===== src/rtl/inst_fetch.sv =====
// Instruction fetch front end: reads opcode/operand bytes from a byte-wide memory,
// pre-decodes the 6502 instruction length and hands one bundle per handshake to the decoder.
module inst_fetch #(
  parameter logic [15:0] VEC_ADDR   = 16'hFFFC,
  parameter bit          USE_VECTOR = 1'b1
) (
  input  logic        clk,
  input  logic        rst_n,
  output logic        mem_req,
  output logic [15:0] mem_addr,
  input  logic        mem_ack,
  input  logic [7:0]  mem_rdata,
  input  logic        redirect_valid,
  input  logic [15:0] redirect_pc,
  output logic        inst_valid,
  input  logic        inst_ready,
  output logic [7:0]  inst_opcode,
  output logic [7:0]  inst_op1,
  output logic [7:0]  inst_op2,
  output logic [1:0]  inst_len,
  output logic [15:0] inst_pc
);

  typedef enum logic [2:0] {
    S_VEC_LO,
    S_VEC_HI,
    S_OPC,
    S_OP1,
    S_OP2,
    S_HOLD
  } state_e;

  localparam logic [15:0] VEC_HI_ADDR = VEC_ADDR + 16'd1;

  state_e      state_q;
  logic [15:0] pc_q;
  logic        drop_q;
  logic        mem_req_q;
  logic [15:0] mem_addr_q;
  logic        inst_valid_q;
  logic [7:0]  opcode_q;
  logic [7:0]  op1_q;
  logic [7:0]  op2_q;
  logic [1:0]  len_q;
  logic [15:0] inst_pc_q;

  logic [15:0] pc_inc_d;
  logic [1:0]  len_d;
  logic        in_vector_d;

  // 6502 length decode; ordered checks mirror the irregular corners of the opcode map.
  function automatic logic [1:0] predecode_len(input logic [7:0] o);
    logic [1:0] cc;
    logic [2:0] bbb;
    cc  = o[1:0];
    bbb = o[4:2];
    if (o == 8'h20)                                  return 2'd3;
    if (o == 8'h00 || o == 8'h40 || o == 8'h60)      return 2'd1;
    if (o[4:0] == 5'b10000)                          return 2'd2;
    if (o[3:0] == 4'b1000)                           return 2'd1;
    if (o[7] && o[3:0] == 4'b1010)                   return 2'd1;
    case (cc)
      2'b01: return (bbb == 3'b011 || bbb == 3'b110 || bbb == 3'b111) ? 2'd3 : 2'd2;
      2'b11: return 2'd1;
      default: begin
        case (bbb)
          3'b000, 3'b001, 3'b101: return 2'd2;
          3'b011, 3'b111:         return 2'd3;
          default:                return 2'd1;
        endcase
      end
    endcase
  endfunction

  // NOTE: every always_comb output is assigned on every path so no latch is inferred.
  always_comb begin
    pc_inc_d    = pc_q + 16'd1;
    len_d       = predecode_len(mem_rdata);
    in_vector_d = (state_q == S_VEC_LO) || (state_q == S_VEC_HI);
  end

  // NOTE: state uses non-blocking assignments so every branch sees pre-edge values.
  always_ff @(posedge clk) begin
    // NOTE: reset is synchronous, so it is only seen on a rising edge.
    if (!rst_n) begin
      state_q      <= USE_VECTOR ? S_VEC_LO : S_OPC;
      pc_q         <= VEC_ADDR;
      drop_q       <= 1'b0;
      mem_req_q    <= 1'b0;
      mem_addr_q   <= 16'h0000;
      inst_valid_q <= 1'b0;
      opcode_q     <= 8'h00;
      op1_q        <= 8'h00;
      op2_q        <= 8'h00;
      len_q        <= 2'd0;
      inst_pc_q    <= 16'h0000;
    end else if (redirect_valid && !in_vector_d) begin
      state_q      <= S_OPC;
      pc_q         <= redirect_pc;
      inst_valid_q <= 1'b0;
      // An unacknowledged read must finish on the bus; its data is thrown away later.
      if (mem_req_q && !mem_ack) begin
        drop_q <= 1'b1;
      end else begin
        drop_q     <= 1'b0;
        mem_req_q  <= 1'b1;
        mem_addr_q <= redirect_pc;
      end
    end else if (drop_q) begin
      if (mem_ack) begin
        drop_q     <= 1'b0;
        mem_addr_q <= pc_q;
      end
    end else begin
      case (state_q)
        S_VEC_LO: begin
          if (!mem_req_q) begin
            mem_req_q  <= 1'b1;
            mem_addr_q <= VEC_ADDR;
          end else if (mem_ack) begin
            pc_q[7:0]  <= mem_rdata;
            mem_addr_q <= VEC_HI_ADDR;
            state_q    <= S_VEC_HI;
          end
        end
        S_VEC_HI: begin
          if (!mem_req_q) begin
            mem_req_q  <= 1'b1;
            mem_addr_q <= VEC_HI_ADDR;
          end else if (mem_ack) begin
            pc_q       <= {mem_rdata, pc_q[7:0]};
            mem_addr_q <= {mem_rdata, pc_q[7:0]};
            state_q    <= S_OPC;
          end
        end
        S_OPC: begin
          if (!mem_req_q) begin
            mem_req_q  <= 1'b1;
            mem_addr_q <= pc_q;
          end else if (mem_ack) begin
            opcode_q  <= mem_rdata;
            op1_q     <= 8'h00;
            op2_q     <= 8'h00;
            len_q     <= len_d;
            inst_pc_q <= pc_q;
            pc_q      <= pc_inc_d;
            if (len_d == 2'd1) begin
              mem_req_q    <= 1'b0;
              inst_valid_q <= 1'b1;
              state_q      <= S_HOLD;
            end else begin
              mem_addr_q <= pc_inc_d;
              state_q    <= S_OP1;
            end
          end
        end
        S_OP1: begin
          if (!mem_req_q) begin
            mem_req_q  <= 1'b1;
            mem_addr_q <= pc_q;
          end else if (mem_ack) begin
            op1_q <= mem_rdata;
            pc_q  <= pc_inc_d;
            if (len_q == 2'd3) begin
              mem_addr_q <= pc_inc_d;
              state_q    <= S_OP2;
            end else begin
              mem_req_q    <= 1'b0;
              inst_valid_q <= 1'b1;
              state_q      <= S_HOLD;
            end
          end
        end
        S_OP2: begin
          if (!mem_req_q) begin
            mem_req_q  <= 1'b1;
            mem_addr_q <= pc_q;
          end else if (mem_ack) begin
            op2_q        <= mem_rdata;
            pc_q         <= pc_inc_d;
            mem_req_q    <= 1'b0;
            inst_valid_q <= 1'b1;
            state_q      <= S_HOLD;
          end
        end
        S_HOLD: begin
          if (inst_ready) begin
            inst_valid_q <= 1'b0;
            mem_req_q    <= 1'b1;
            mem_addr_q   <= pc_q;
            state_q      <= S_OPC;
          end
        end
        default: state_q <= S_OPC;
      endcase
    end
  end

  assign mem_req     = mem_req_q;
  assign mem_addr    = mem_addr_q;
  assign inst_valid  = inst_valid_q;
  assign inst_opcode = opcode_q;
  assign inst_op1    = op1_q;
  assign inst_op2    = op2_q;
  assign inst_len    = len_q;
  assign inst_pc     = inst_pc_q;

endmodule


===== config.mk =====
export PLATFORM = sky130hd
export DESIGN_NAME = inst_fetch
export DESIGN_NICKNAME = d
export VERILOG_FILES = /design/src/rtl/inst_fetch.sv
export SDC_FILE = /design/constraint.sdc
export NUM_CORES = 1
export LEC_CHECK = 0
export BUFFER_PORTS_ARGS = -buffer_cell sky130_fd_sc_hd__buf_2
export CAP_MARGIN = 20
export CORE_ASPECT_RATIO = 0.6
export CORE_MARGIN = 2
export CORE_UTILIZATION = 40
export CTS_CLUSTER_DIAMETER = 150
export DETAILED_ROUTE_END_ITERATION = 6
export SYNTH_ARGS = -nofsm -noshare
export SYNTH_HDL_FRONTEND = slang
export SYNTH_SLANG_ARGS = --single-unit

===== constraint.sdc =====
create_clock -name clk -period 2.8 [get_ports clk]
set_input_delay 0.84 -clock clk [delete_from_list [all_inputs] [get_ports clk]]
set_output_delay 0.84 -clock clk [all_outputs]
set_load 0.02 [all_outputs]

==> metrics list <==
* Status: finished clean
- In this run the worst path has a maximum fanout of 13.
- Total power after layout: 3.67 mW
- Routability congestion estimate: 0.994
- The path class of the tightest hold or removal check is register to register.
- Switching fraction of total power: 33.1%
* Number of placement rows: 31
* Required time worst endpoint: 3.06 ns
- Clock latency on the worst-skew pair, taken at its later pin, is 0.34 ns.
- During synthesis, Yosys emitted a total of 0 warnings.
* # IOs: 89
* # hold bufs at CTS: 0
- Worst setup margin: 0.261 ns
- Pre-CTS WS: 0.0415 ns
* Clock-pin transition on the worst setup and hold timing paths: 0.06 ns
- STA classifies the critical path startpoint as a register.
* Internal portion of total power: 2.46 mW
- For this run, the leading register cell type out of synthesis is dfxtp_1.
- In this run, the combinational gates consume 29.1% of the power.
* Count of final max-slew check failures: 0
- The pre-antenna-repair detailed-routing pass consisted of 5 iterations.
- In this run the clock root is driven by a clkbuf_16.
* Detailed-placement wirelength estimate: 13.9 mm
- The initial utilization of the core area, before any placement, comes to 41.4%.
* Count of vias placed by the detailed router: 5607
* Cells after Synth: 642
- In this run, the number of DRC markers left after iteration 0 of detailed routing was 554.
- Using the TritonRoute via totals, the vias-per-cell ratio works out to 6.21.
- Yosys mapped a number of flops with a built-in enable equal to 0.
- STA classifies the critical path endpoint as a register.
* Syn Area/Cell: 7.83 um2
- IR analysis of the VDD net gives a maximum drop of 334 uV.
- The region available for standard cell placement spans 12100 um2.
- After filler insertion, the fill cell instance count of the layout stands at 1199.
- Vias in the first global route: 5218
- In this run the horizontal extent of the chip is 149 um.
- The area growth from synthesis to layout is 22.7%.
- Buffers added to address setup during post-CTS repair amount to 0.
* Number of synthesized register bits: 80
- Synth area leaders: dfxtp_1, a21oi_1, nand2_1, o21ai_0, nand3_1
* Relative contribution of sequential cells to total power: 35.1%
* CTS tree: done
- Number of buffers between clock root and the deepest sink: 2
- Number of antenna violations at the first check in global routing: 0
- Fraction of post-synthesis cell area in the top cell type by area: 31.9%
- Worst slew slack as a fraction of its limit: 31.4%
- Input/output buffers: 88
* Sequential share of the synthesized area: 31.9%
- DRC violation count after routing: 0
- Crit path DAT: 2.80 ns
* Switching power: 1.22 mW
- Multi-input logic area: 3070 um2
- The commonest cells after synthesis are nand2_1, dfxtp_1, a21oi_1.
* Post-synthesis cell type count: 86
- For the finished layout, the period the worst path requires is 2.54 ns.
- Least-Margin Pin Slew: 1.03 ns
- Number of maximum-capacitance violations: 0
* Share of cells above drive strength 1: 27.4%
- The setup path with the least slack is of type register to register.
* Highest clock rate: 394 MHz
- For this run, the post-layout net count is 767.
* Clock buffers created by TritonCTS: 9
- Aggregate global routing overflow: 0
- Cell with the most instances after synthesis: nand2_1
* Leakage power figure: 2.43 nW
- The first global-routing pass estimated 29.3 mm of wire.
- The clock network accounts for 35.9% of the total power.
- Number of hold-slack violations in the final timing report: 0
- The detail route stage leaves a number of antenna-violating nets equal to 0.
- Power per standard cell area: 596 nW/um2
- When the netlist entered floorplanning its net count stood at 676.
- Sink Count: 80
- Fraction of registers with async set or reset after synthesis: 0%
- The worst path uses 90.7% of the clock period.
- The routed design has 18.7 mm of wire.
- The H-tree was split into 3 levels.
* Diodes inserted: 0
- Maximum number of pins on one net before global-route repair: 35
* Sequential cell area: 1600 um2
- Global routing used 27.6% of the available tracks across all layers.
- Worst Clk Skew: 0.00494 ns
* Setup-violating endpoint count in the final report: 0
- Post-CTS repair changed the size of 0 cells.
- In this run the cell area of the synthesized design comes to 5020 um2.
- Routed wire per std cell: 20.7 um
- Die area: 13500 um2
- Total negative setup slack: 0 ns
* Die height: 90.8 um
* Post-synthesis cell type with the largest combined area: dfxtp_1
- RSZ-0062 raised after global routing: false
==> layout by cell type, fill, tap and decap left out, types with 11 or more instances in the layout <==
cell type   n
nor2_1     29
buf_2      88
a31oi_1    20
buf_4      58
o21ai_0    38
nand3_1    37
a21oi_1    68
nand2_1    89
dfxtp_1    80
inv_1      14
o31ai_1    12
nor3_1     11
nand2b_1   13
==> worst max-delay path, stage by stage, from the launching register on <==
cell	delay, ns
dfxtp_1	0.31
inv_1	0.12
ha_1	0.27
nand2b_1	0.22
a211oi_1	0.13
a211oi_2	0.86
a31oi_1	0.25
a211oi_2	0.27
==> area by class of cell <==
type	instances	share of cell area, %
multi-input combinational	479	49.8
timing repair buffer	147	14.5
sequential	80	26.0
clock inverter	4	1.24
tap	165	3.35
clock buffer	12	4.16
inverter	16	0.974
==> power groups by stage <==
| stage | clock, mW | combinational, mW | sequential, mW |
|---|---|---|---|
| floorplan | 0 | 0.609 | 1.37 |
| global placement | 0 | 1.03 | 1.31 |
| detailed placement | 0 | 1.04 | 1.31 |
| CTS | 1.34 | 1.04 | 1.29 |
| global route | 1.38 | 1.14 | 1.30 |
| finish | 1.32 | 1.07 | 1.29 |
==> per-layer routing <==
layer	wire length, um	track usage, %	part of all wire, %	up-vias
met5	0	0	0	-
met4	211	5.32	1.1	0
met3	2010	7.32	11	21
met2	7880	39.9	42	304
met1	8550	41.0	46	2701
li1	-	-	-	2581
==> path summary, 6_finish.rpt <==
check | from | end | slack (ns) | cells past startpoint
min reg2reg | inst_opcode[6]$_SDFFE_PN0P_ | inst_opcode[6]$_SDFFE_PN0P_ | 0.45 | 2
max | state_q[2]$_SDFFE_PP0P_ | mem_addr[12]$_SDFFE_PN0P_ | 0.26 | 7
max reg2reg | state_q[2]$_SDFFE_PP0P_ | mem_addr[12]$_SDFFE_PN0P_ | 0.26 | 7
min | inst_opcode[6]$_SDFFE_PN0P_ | inst_opcode[6]$_SDFFE_PN0P_ | 0.45 | 2
==> stage by stage <==
stage	std cells	area, um2	util, %	hold WS, ns
after floorplan	642	5020	-	0.458
after global placement	887	5830	48.0	0.440
after detailed placement	887	5830	48.0	0.442
after CTS	903	6170	50.8	0.454
after global routing	903	6170	50.8	0.473
final	903	6170	50.8	0.450
==> cells by family after synthesis <==
family                     after synthesis  synth area share (%)
AOI/OAI and AO/OA                      227                  32.0
xor gates and xnor gates                 3                 0.523
adders and majority gates                5                  1.25
buffers and inverters                   83                  7.47
DFF                                     80                  31.9
muxes                                    7                  1.64
and+or+nand+nor                        237                  25.2
==> sequential cells by signal, indices dropped and copies added (netlist names) <==
| signal | cells |
|---|---|
| inst_op1 | 8 |
| mem_addr | 16 |
| inst_op2 | 8 |
| pc_q | 16 |
| inst_valid | 1 |
| drop_q | 1 |
| inst_pc | 16 |
| inst_len | 2 |
| mem_req | 1 |
| state_q | 3 |
| inst_opcode | 8 |
Power figures use the tool's default switching activity.
